File: config.mk
export PLATFORM = sky130hd
export DESIGN_NAME = rf_write_arbiter
export DESIGN_NICKNAME = d
export VERILOG_FILES = /design/src/rtl/rf_write_arbiter_pkg.sv /design/src/rtl/rf_write_arbiter_grant.sv /design/src/rtl/rf_write_arbiter.sv
export SDC_FILE = /design/constraint.sdc
export NUM_CORES = 1
export LEC_CHECK = 0
export ABC_AREA = 1
export BUFFER_PORTS_ARGS = -buffer_cell sky130_fd_sc_hd__buf_4
export CAP_MARGIN = 30
export CORE_MARGIN = 2
export CORE_UTILIZATION = 50
export CTS_BUF_LIST = sky130_fd_sc_hd__clkbuf_8
export DETAILED_ROUTE_END_ITERATION = 7
export PLACE_DENSITY_LB_ADDON = 0.12
export SYNTH_ARGS = -nofsm -noshare
export SYNTH_HDL_FRONTEND = slang
export SYNTH_HIERARCHICAL = 1
export SYNTH_SLANG_ARGS = --single-unit
File: constraint.sdc
create_clock -name clk -period 4.58 [get_ports clk]
set_clock_uncertainty 0.05 [all_clocks]
set_input_delay 0.229 -clock clk [delete_from_list [all_inputs] [get_ports clk]]
set_output_delay 0.229 -clock clk [all_outputs]
set_load 0.005 [all_outputs]
File: src/rtl/rf_write_arbiter_pkg.sv
// Shared constants and types for the register-file write arbiter.
// Define RF_WR_RR_EN to switch arbitration from fixed-priority-A to round-robin.
package rf_write_arbiter_pkg;

   localparam int DATA_W     = 32;
   localparam int ADDR_W     = 4;
   localparam int NUM_REGS   = 15;
   localparam int STARVE_MAX = 4;

   typedef enum logic {
      REQ_A = 1'b0,
      REQ_B = 1'b1
   } req_sel_e;

   typedef struct packed {
      logic [ADDR_W-1:0] dest;
      logic [DATA_W-1:0] data;
   } wr_req_t;

endpackage

File: src/rtl/rf_write_arbiter_grant.sv
// Combinational ready/grant logic with its arbitration state.
// Default: fixed priority to A with a starvation override; RF_WR_RR_EN selects round-robin.
module rf_wr_grant
   import rf_write_arbiter_pkg::*;
(
   input  logic clk,
   input  logic rst,
   input  logic a_valid,
   input  logic b_valid,
   output logic a_ready,
   output logic b_ready
);

`ifdef RF_WR_RR_EN
   req_sel_e prio_q, prio_d;

   always_comb begin
      b_ready = !rst && b_valid && (!a_valid || prio_q == REQ_B);
      a_ready = !rst && a_valid && !b_ready;
      prio_d  = prio_q;
      // Hand priority to whichever side did not just win.
      if (a_ready) begin
         prio_d = REQ_B;
      end else if (b_ready) begin
         prio_d = REQ_A;
      end
   end

   always_ff @(posedge clk) begin
      if (rst) begin
         prio_q <= REQ_A;
      end else begin
         prio_q <= prio_d;
      end
   end
`else
   localparam int CNT_W = $clog2(STARVE_MAX + 1);

   logic [CNT_W-1:0] starve_cnt_q, starve_cnt_d;

   always_comb begin
      b_ready      = !rst && b_valid && (!a_valid || starve_cnt_q == CNT_W'(STARVE_MAX));
      a_ready      = !rst && a_valid && !b_ready;
      starve_cnt_d = starve_cnt_q;
      if (!b_valid || b_ready) begin
         starve_cnt_d = '0;
      end else if (starve_cnt_q != CNT_W'(STARVE_MAX)) begin
         starve_cnt_d = starve_cnt_q + CNT_W'(1);
      end
   end

   always_ff @(posedge clk) begin
      if (rst) begin
         starve_cnt_q <= '0;
      end else begin
         starve_cnt_q <= starve_cnt_d;
      end
   end
`endif

endmodule

File: src/rtl/rf_write_arbiter.sv
// Arbitrates two writeback sources onto the single register-file write port.
// Arbitration mode is chosen in rf_wr_grant via the RF_WR_RR_EN macro.
module rf_write_arbiter
   import rf_write_arbiter_pkg::*;
(
   input  logic              clk,
   input  logic              rst,
   input  logic              a_valid,
   input  logic [ADDR_W-1:0] a_dest,
   input  logic [DATA_W-1:0] a_data,
   output logic              a_ready,
   input  logic              b_valid,
   input  logic [ADDR_W-1:0] b_dest,
   input  logic [DATA_W-1:0] b_data,
   output logic              b_ready,
   output logic              rf_reg_write,
   output logic [ADDR_W-1:0] rf_reg_dest,
   output logic [DATA_W-1:0] rf_data,
   output logic [NUM_REGS-1:0] pending_mask,
   output logic              illegal_dest
);

   logic              xfer;
   logic              legal;
   wr_req_t           req;
   logic              wr_valid_q, wr_valid_d;
   logic              illegal_q, illegal_d;
   logic [ADDR_W-1:0] dest_q, dest_d;
   logic [DATA_W-1:0] data_q, data_d;

   rf_wr_grant u_grant (
      .clk     (clk),
      .rst     (rst),
      .a_valid (a_valid),
      .b_valid (b_valid),
      .a_ready (a_ready),
      .b_ready (b_ready)
   );

   // Illegal destinations are consumed but never reach the port; dest/data keep the last legal write.
   always_comb begin
      xfer       = (a_valid && a_ready) || (b_valid && b_ready);
      req        = (b_valid && b_ready) ? '{dest: b_dest, data: b_data}
                                        : '{dest: a_dest, data: a_data};
      legal      = {1'b0, req.dest} < (ADDR_W + 1)'(NUM_REGS);
      wr_valid_d = xfer && legal;
      illegal_d  = xfer && !legal;
      dest_d     = dest_q;
      data_d     = data_q;
      if (wr_valid_d) begin
         dest_d = req.dest;
         data_d = req.data;
      end
   end

   always_ff @(posedge clk) begin
      if (rst) begin
         wr_valid_q <= 1'b0;
         illegal_q  <= 1'b0;
         dest_q     <= '0;
         data_q     <= '0;
      end else begin
         wr_valid_q <= wr_valid_d;
         illegal_q  <= illegal_d;
         dest_q     <= dest_d;
         data_q     <= data_d;
      end
   end

   always_comb begin
      pending_mask = '0;
      for (int i = 0; i < NUM_REGS; i++) begin
         pending_mask[i] = wr_valid_q && (dest_q == ADDR_W'(i));
      end
   end

   assign rf_reg_write = wr_valid_q;
   assign rf_reg_dest  = dest_q;
   assign rf_data      = data_q;
   assign illegal_dest = illegal_q;

endmodule

==> run_results.csv, run 1 <==
group,metric,value,unit
power_and_ir_drop,p_comb_share,24.3,%
setup_path,rrSetupSlack,1.31,ns
yosys,synth_mux_area_share,0,%
setup_path,cp_max_fo,35,
setup_path,critical_path_buf_inv_count,4,
global_route,met3_usage,5.83,%
finish,fin_area,3500,µm²
detailed_routing,drt-initial-drc-count,197,
finish,n_fill_cell,424,
yosys,yosysTopAreaCellShare,33.4,%
finish,drive_gt1_share,27.9,%
hold_path,whs_endpoint,"rf_reg_write$_SDFF_PP0_",
setup_path,cp-end-kind,"flop",
global_route,overflow,0,
global_route,grt.total_usage,25.1,%
yosys,ys_ff_latch,41,
finish,multiInputGateArea,1320,µm²
hold_path,hold_path_class,"in -> reg",
finish,area_growth,42.4,%
clock_network,cts_root_buf,"clkbuf_8",
finish,layout_common_cells,"132 x buf_4, 121 x nand2_1, 82 x nor2_1",
yosys,synth_cells,418,
power_and_ir_drop,p_seq_share,45.7,%
run_status,status,"completed",
power_and_ir_drop,peakVddDrop,0.152,mV
power_and_ir_drop,p_int,623,µW
yosys,synthXorXnorAreaFrac,0.356,%
sta,rsz0062_at_grt,"no",
placed_design,hpwl,4960,µm
sta,worst_pin_slew,0.952,ns
clock_network,cts_buffers,5,
clock_network,cts_resized,0,
setup_path,r2r-end,"rf_reg_dest[2]$_SDFFE_PP0P_",
floorplanning,placementRows,25,
placed_design,placed_area,3400,µm²
clock_network,postCtsSetupRepairBufs,0,
sta,setup_viol,0,
hold_path,whs_path_depth,2,
yosys,syn_avg_cell_area,5.88,µm²
floorplanning,design.die.area,5490,µm²
yosys,netlist_area,2460,µm²
placed_design,place_congestion,0.825,
hold_path,min_from,"rst",
finish,regArea,821,µm²
yosys,ys_types,22,
sta,slew_viol_final,0,
global_route,grt_max_degree,42,
floorplanning,initial_core_util,52.1,%
detailed_routing,dr.pass1.iters,4,
setup_path,required,4.76,ns
global_route,use_met1,29.0,%
global_route,antenna_found_initial,0,
power_and_ir_drop,power_density,247,nW/µm²
floorplanning,die_y,74.1,µm
global_route,grt_pass1_wl,10900,µm
power_and_ir_drop,cellLeakagePower,0.00194,µW
placed_design,numPortBuffers,130,
yosys,synth_area_leaders,"dfxtp_1 33%, nand2_1 18%, nand3_1 15%",
finish,nNetsFinal,611,
setup_path,cp.arrival,3.44,ns
clock_network,clock_latency,0.29,ns
detailed_routing,vias,2929,
global_route,grt_busiest_layer,"met2",
global_route,grt_pass1_vias,2711,
yosys,yosys.area_share.simple,49.7,%
setup_path,crit_type,"reg -> reg",
clock_network,cts_tree,"done",
power_and_ir_drop,power.share.switching,27.9,%
global_route,grtUsageMet2,45.7,%
sta,fmax,306,MHz
floorplanning,die_w,74.1,µm
yosys,ys_async_sr_fraction,0,%
clock_network,clk_pin_slew,0.07,ns
setup_path,critical_path.most_common_cell,"nor2_1",
yosys,ys.warnings.count,6,
yosys,yosys.area_share.adder,1.02,%
clock_network,cts_max_path_buffers,2,
detailed_routing,viasPerCell,4.87,
setup_path,path_cells,"inv_1 > ha_1 > nand2_2 > a21oi_4 > buf_4 > nor2_1 > inv_1 > o21ai_4 > inv_2 > nor2_4 > nor2_1 > nor2_1",
setup_path,r2r_start,"u_grant/starve_cnt_q[0]$_SDFFE_PP0P_",
floorplanning,coreArea,4720,µm²
yosys,synth_top_family_by_area,"simple AND/OR/NAND/NOR gates",
setup_path,crit_family,"simple AND/OR/NAND/NOR gates",
sta,relSlewSlack,36.1,%
sta,period_needed,3.27,ns
detailed_routing,routed_wl,6840,µm
detailed_routing,wl_per_cell,11.4,µm
yosys,synth_fp_nets,496,
setup_path,cpMaxStageDelayCell,"o21ai_4",
setup_path,rr_worst_depth,12,
clock_network,cts_sinks,41,
power_and_ir_drop,switching_power,241,µW
yosys,synth_seq_area_share,33.4,%
yosys,synth_edf_count,0,
detailed_routing,drc,0,
setup_path,cp_slowest_stage_delay,0.72,ns
job,cap_violations,0,
sta,hold_viol_final,0,
clock_network,hold_buffers,0,
finish,layout_commonest_cell,"buf_4",
yosys,synth_compound_area_share,2.24,%
sta,finalCritPeriodShare,71.3,%
floorplanning,io-pin-count,131,
power_and_ir_drop,clkPwrFrac,30.1,%
setup_path,cp-start-kind,"flop",
yosys,synth_top_flop_cell,"dfxtp_1",
clock_network,h-tree-depth,2,
detailed_routing,postRouteAntennaNets,0,
finish,num_antenna_cells,0,
yosys,synth_largest_area_cell,"dfxtp_1",
sta,tns,0,ns
Yosys cell counts (all sizes together), types with 2 or more instances:
| cell | count |
|---|---|
| clkbuf | 6 |
| nand2 | 125 |
| o21ai | 4 |
| inv | 49 |
| nor2 | 84 |
| nand3 | 76 |
| a21oi | 4 |
| dfxtp | 41 |
| nor3 | 6 |
| ha | 2 |
| buf | 18 |
worst max path at each step:
stage	from	endpoint	slack, ns	depth (start not counted)
after floorplan	u_grant/starve_cnt_q[0]$_SDFFE_PP0P_	rf_data[10]$_SDFFE_PP0P_	2.68	13
after global placement	u_grant/starve_cnt_q[0]$_SDFFE_PP0P_	rf_data[0]$_SDFFE_PP0P_	1.50	12
after detailed placement	u_grant/starve_cnt_q[0]$_SDFFE_PP0P_	rf_reg_dest[2]$_SDFFE_PP0P_	1.33	12
after CTS	u_grant/starve_cnt_q[0]$_SDFFE_PP0P_	rf_reg_dest[2]$_SDFFE_PP0P_	1.31	12
after global routing	u_grant/starve_cnt_q[0]$_SDFFE_PP0P_	rf_data[2]$_SDFFE_PP0P_	1.02	12
final	u_grant/starve_cnt_q[0]$_SDFFE_PP0P_	rf_reg_dest[2]$_SDFFE_PP0P_	1.31	12
kinds of logic (layout without fill, tap and decap cells):
family | after synthesis | in the layout
AND/OR/NAND/NOR | 292 | 292
buffers and inverters | 74 | 190
flip-flops | 41 | 41
AO/OA/AOI/OAI | 8 | 8
adder cells (fa/ha/maj) | 2 | 2
XOR/XNOR | 1 | 1
final cells by class:
type	count	area share (%)
Sequential cell	41	23.4
Clock buffer	7	2.75
Clock inverter	1	0.143
Multi-Input combinational cell	303	37.6
Timing Repair Buffer	132	28.3
Tap cell	67	2.39
Inverter	50	5.36
state kept, by name, indices dropped and copies added (netlist names):
| name | cells |
|---|---|
| illegal_dest | 1 |
| u_grant/starve_cnt_q | 3 |
| rf_reg_write | 1 |
| rf_data | 32 |
| rf_reg_dest | 4 |
power by group through the flow:
stage	Combinational, µW	Sequential, µW	Clock [µW]
after floorplan	105	403	0
after global placement	205	402	0
after detailed placement	210	403	0
after CTS	210	395	265
after global routing	236	398	278
final	210	395	260
through the flow:
| stage | std cells | total power, µW | hold slack, ns | setup WS [ns] | util [%] |
|---|---|---|---|---|---|
| floorplan | 418 | 508 | 0.251 | 2.68 | - |
| global placement | 593 | 607 | 0.378 | 1.50 | 72.0 |
| detailed placement | 593 | 613 | 0.381 | 1.33 | 72.0 |
| CTS | 601 | 870 | 0.0716 | 1.31 | 74.1 |
| global route | 601 | 912 | 0.0658 | 1.02 | 74.1 |
| finish | 601 | 864 | 0.0766 | 1.31 | 74.1 |
per-layer routing:
layer  vias to the layer above  routed length [µm]
li1                       1512                   -
met1                      1315                2930
met2                        96                3370
met3                         6                 478
met4                         0                  49
met5                         -                   0
Note: power is estimated with default switching activity, not from simulation.
==> run 2, diff against run 1 <==
CORE_UTILIZATION = 42   (was 50)
clock period = 2.9 ns   (was 4.58 ns; I/O delays follow)
==> run_results.csv, run 2 (synthesis results as in run 1) <==
group,metric,value,unit
finish,layout_commonest_cell,"buf_4",
setup_path,required,3.08,ns
setup_path,cp_max_fo,33,
floorplanning,coreArea,5570,µm²
global_route,overflow,0,
finish,n_fill_cell,557,
detailed_routing,drt-initial-drc-count,142,
finish,area_growth,45.1,%
detailed_routing,dr.pass1.iters,5,
floorplanning,placementRows,27,
setup_path,critical_path_buf_inv_count,4,
global_route,grt.total_usage,22.5,%
setup_path,cp-end-kind,"flop",
finish,nNetsFinal,616,
sta,rsz0062_at_grt,"no",
sta,tns,0,ns
detailed_routing,wl_per_cell,11.5,µm
floorplanning,initial_core_util,44.1,%
detailed_routing,postRouteAntennaNets,0,
detailed_routing,vias,2855,
sta,hold_viol_final,0,
detailed_routing,drc,0,
detailed_routing,routed_wl,7000,µm
clock_network,cts_buffers,5,
setup_path,cp-start-kind,"primary input",
sta,worst_pin_slew,0.748,ns
clock_network,h-tree-depth,2,
placed_design,numPortBuffers,130,
power_and_ir_drop,power_density,406,nW/µm²
finish,largest_reg_flops,32,
clock_network,clk_pin_slew,0.08,ns
sta,setup_viol,0,
sta,fmax,389,MHz
floorplanning,die_y,80.5,µm
clock_network,clock_latency,0.29,ns
finish,num_antenna_cells,0,
global_route,grt_pass1_wl,11700,µm
sta,slew_viol_final,0,
job,cap_violations,0,
detailed_routing,viasPerCell,4.67,
clock_network,hold_buffers,1,
clock_network,cts_root_buf,"clkbuf_8",
setup_path,crit_family,"simple AND/OR/NAND/NOR gates",
power_and_ir_drop,cellLeakagePower,0.00197,µW
setup_path,cpMaxStageDelayCell,"nor2_4",
setup_path,path_cells,"dlygate4sd3_1 > buf_4 > inv_1 > nand2_1 > a21oi_4 > nand2_1 > buf_4 > nand2_1 > nand2_1 > nand2_1 > nor2_1 > nor2_4 > nor2_1 > nor2_1",
clock_network,cts_max_path_buffers,2,
power_and_ir_drop,peakVddDrop,0.215,mV
setup_path,crit_type,"in -> reg",
floorplanning,design.die.area,6480,µm²
hold_path,hold_path_class,"in -> reg",
setup_path,critical_path.most_common_cell,"nand2_1",
placed_design,hpwl,5000,µm
clock_network,cts_resized,0,
clock_network,cts_tree,"done",
finish,drive_gt1_share,28.4,%
clock_network,cts_sinks,41,
sta,fin_hold_ws,0.138,ns
sta,relSlewSlack,50.0,%
finish,layout_common_cells,"136 x buf_4, 121 x nand2_1, 82 x nor2_1",
clock_network,postCtsSetupRepairBufs,0,
floorplanning,die_w,80.5,µm
placed_design,place_congestion,0.795,
setup_path,cp_slowest_stage_delay,0.57,ns
global_route,grt_pass1_vias,2688,
global_route,antenna_found_initial,0,
sta,finalCritPeriodShare,88.5,%
setup_path,cp.arrival,2.75,ns
floorplanning,io-pin-count,131,
global_route,grt_max_degree,40,
sta,period_needed,2.57,ns
run_status,status,"completed",
-- run 2: cell types whose count changed in the layout (fill, tap and decap cells not counted), sizes merged --
cell / previous run / this run
clkbuf: 7 / 6
buf: 132 / 136
clkinvlp: 0 / 1
bufinv: 0 / 1
clkinv: 2 / 1
dlygate4sd3: 0 / 1
-- run 2: per-layer routing --
layer	part of all wire, %	track usage (%)
met2	50	40.3
met4	0.44	4.58
met3	7.3	5.17
met1	43	27.4
met5	0	0
-- run 2: final timing paths --
path | startpoint | endpoint | slack [ns] | depth (start not counted)
setup / recovery | rst | rf_data[19]$_SDFFE_PP0P_ | 0.33 | 14
hold / removal | a_valid | u_grant/starve_cnt_q[2]$_SDFFE_PP0P_ | 0.14 | 3
setup reg to reg | u_grant/starve_cnt_q[0]$_SDFFE_PP0P_ | rf_reg_dest[3]$_SDFFE_PP0P_ | 0.35 | 12
hold reg to reg | u_grant/starve_cnt_q[0]$_SDFFE_PP0P_ | u_grant/starve_cnt_q[0]$_SDFFE_PP0P_ | 0.42 | 1
-- run 2: final cells by class --
class	instances	area (µm²)	area share [%]
clock buffers	6	82.6	2.31
repair buffers	137	1030	28.9
inverters	50	188	5.26
well taps	72	90.1	2.53
clock inverters	2	37.5	1.05
multi-input cells	303	1320	36.9
flip-flops and latches	41	821	23.0
-- run 2: tightest hold or removal path, cell delays in order --
cell     delay [ns]
buf_4          0.14
nand4_1        0.11
nor2_1         0.04
-- run 2: per-stage QoR --
step / power (µW) / setup WS (ns) / std cells / cell area (µm²) / utilization (%)
after floorplan: 802 / 1.00 / 418 / 2460 / -
after global placement: 966 / 0.455 / 602 / 3440 / 61.7
after detailed placement: 971 / 0.373 / 602 / 3440 / 61.7
after CTS: 1460 / 0.319 / 611 / 3570 / 64.0
after global routing: 1530 / 0.0560 / 611 / 3570 / 64.0
final: 1450 / 0.332 / 611 / 3570 / 64.0
-- run 2: power breakdown --
group / internal [µW] / switching [µW] / leakage [µW]
registers: 600 / 22.6 / 0.000336
clock network: 280 / 211 / 0.0000574
logic: 172 / 163 / 0.00157
==> run 3, diff against run 2 <==
CORE_UTILIZATION = 47   (was 42)
clock period = 2.5 ns   (was 2.9 ns; I/O delays follow)
==> run_results.csv, run 3 (synthesis results as in run 1) <==
group,metric,value,unit
finish,area_growth,48.7,%
power_and_ir_drop,clkPwrFrac,36.3,%
setup_path,cpMaxStageDelayCell,"dlygate4sd3_1",
finish,fin_cells,613,
sta,tns,0,ns
global_route,antenna_found_initial,0,
clock_network,cts_buffers,5,
clock_network,h-tree-depth,2,
global_route,overflow,0,
sta,rsz0062_at_grt,"no",
power_and_ir_drop,cellLeakagePower,0.00201,µW
detailed_routing,wl_per_cell,11.6,µm
setup_path,cp-start-kind,"primary input",
sta,period_needed,2.29,ns
detailed_routing,drc,0,
power_and_ir_drop,power.share.switching,26.2,%
sta,fmax,438,MHz
global_route,grt_max_degree,40,
floorplanning,design.die.area,5830,µm²
power_and_ir_drop,p_int,1310,µW
finish,drive_gt1_share,29.1,%
floorplanning,coreArea,5070,µm²
setup_path,crit_type,"in -> reg",
finish,n_fill_cell,471,
global_route,grt_pass1_vias,2659,
finish,multiInputGateArea,1330,µm²
setup_path,cp_max_fo,22,
detailed_routing,vias,2995,
detailed_routing,viasPerCell,4.89,
floorplanning,die_y,76.3,µm
finish,nNetsFinal,620,
placed_design,place_congestion,0.814,
placed_design,numPortBuffers,130,
detailed_routing,drt-initial-drc-count,203,
finish,num_antenna_cells,0,
floorplanning,die_w,76.3,µm
setup_path,critical_path.most_common_cell,"nand2_1",
power_and_ir_drop,power_density,484,nW/µm²
setup_path,cp.arrival,2.42,ns
power_and_ir_drop,p_comb_share,22.8,%
floorplanning,initial_core_util,48.4,%
setup_path,rrSetupSlack,0.26,ns
floorplanning,placementRows,26,
clock_network,cts_tree,"done",
sta,setup_viol,0,
sta,finalCritPeriodShare,91.4,%
detailed_routing,routed_wl,7140,µm
sta,worst_pin_slew,0.401,ns
setup_path,required,2.64,ns
global_route,grt_pass1_wl,11900,µm
setup_path,cp_slowest_stage_delay,0.54,ns
floorplanning,io-pin-count,131,
finish,largest_reg_flops,32,
power_and_ir_drop,p_seq_share,40.9,%
finish,layout_commonest_cell,"buf_4",
sta,hold_viol_final,0,
sta,relSlewSlack,73.2,%
power_and_ir_drop,peakVddDrop,0.246,mV
hold_path,hold_path_class,"in -> reg",
setup_path,path_cells,"dlygate4sd3_1 > buf_4 > inv_1 > nand2_1 > a21oi_4 > nand2_1 > nand2_1 > nand2_1 > nand2_1 > inv_1 > nand2_2 > buf_12 > nand3_1 > nand2_1 > nor2_1",
run_status,status,"completed",
setup_path,cp-end-kind,"flop",
clock_network,clk_pin_slew,0.08,ns
clock_network,clock_latency,0.29,ns
job,cap_violations,0,
power_and_ir_drop,switching_power,463,µW
clock_network,cts_sinks,41,
placed_design,hpwl,5150,µm
finish,layout_common_cells,"136 x buf_4, 121 x nand2_1, 81 x nor2_1",
detailed_routing,dr.pass1.iters,4,
sta,slew_viol_final,0,
global_route,grt.total_usage,24.4,%
finish,regArea,821,µm²
detailed_routing,postRouteAntennaNets,0,
clock_network,cts_max_path_buffers,2,
clock_network,cts_root_buf,"clkbuf_8",
placed_design,dpl.cell_count,602,
-- run 3: critical path, delay by kind of cell --
family	cells	cell delay, ns
AO/OA/AOI/OAI	1	0.18
AND/OR/NAND/NOR	9	1.07
buffers and inverters	5	1.04
-- run 3: layout make-up --
type | count | area share [%]
clock inverters | 3 | 1.88
inverters | 50 | 5.13
well taps | 70 | 2.40
clock buffers | 5 | 1.88
multi-input cells | 304 | 36.4
repair buffers | 140 | 29.8
flip-flops and latches | 41 | 22.5
-- run 3: per-layer routing --
layer | wire [µm] | vias to the layer above | GRT usage, %
met4 | 121 | 0 | 5.82
met2 | 3580 | 125 | 43.5
met5 | 0 | - | 0
met3 | 667 | 13 | 6.40
li1 | - | 1528 | -
met1 | 2760 | 1329 | 29.3
-- run 3: power groups by stage --
stage          clock network, µW  registers, µW  logic (µW)
2_1_floorplan                  0            739         192
3_3_place_gp                   0            738         384
3_5_place_dp                   0            740         392
4_1_cts                      650            724         395
5_1_grt                      683            730         453
6_report                     642            724         403
-- run 3: what timing repair did --
item	CTS	global route
buffers inserted	0	1
resized for setup	0	5
setup endpoints to repair	0	34
endpoints found under the hold margin	2	0
hold buffers	1	0
-- run 3: worst paths after layout --
check | end | depth (start not counted) | start
worst max-delay path | rf_data[28]$_SDFFE_PP0P_ | 15 | rst
worst min-delay path | u_grant/starve_cnt_q[2]$_SDFFE_PP0P_ | 3 | a_valid
worst max register to register | rf_data[28]$_SDFFE_PP0P_ | 14 | u_grant/starve_cnt_q[0]$_SDFFE_PP0P_
worst min register to register | u_grant/starve_cnt_q[0]$_SDFFE_PP0P_ | 1 | u_grant/starve_cnt_q[0]$_SDFFE_PP0P_
-- run 3: through the flow --
| stage | instance area (µm²) | setup WS [ns] | util, % | hold slack [ns] | power (µW) |
|---|---|---|---|---|---|
| 3_5_place_dp | 3460 | 0.113 | 68.2 | 0.282 | 1130 |
| 3_3_place_gp | 3460 | 0.236 | 68.2 | 0.277 | 1120 |
| 5_1_grt | 3660 | 0.00270 | 72.0 | 0.118 | 1870 |
| 6_report | 3660 | 0.215 | 72.0 | 0.113 | 1770 |
| 2_1_floorplan | 2460 | 0.604 | - | 0.147 | 931 |
| 4_1_cts | 3610 | 0.0451 | 71.1 | 0.110 | 1770 |
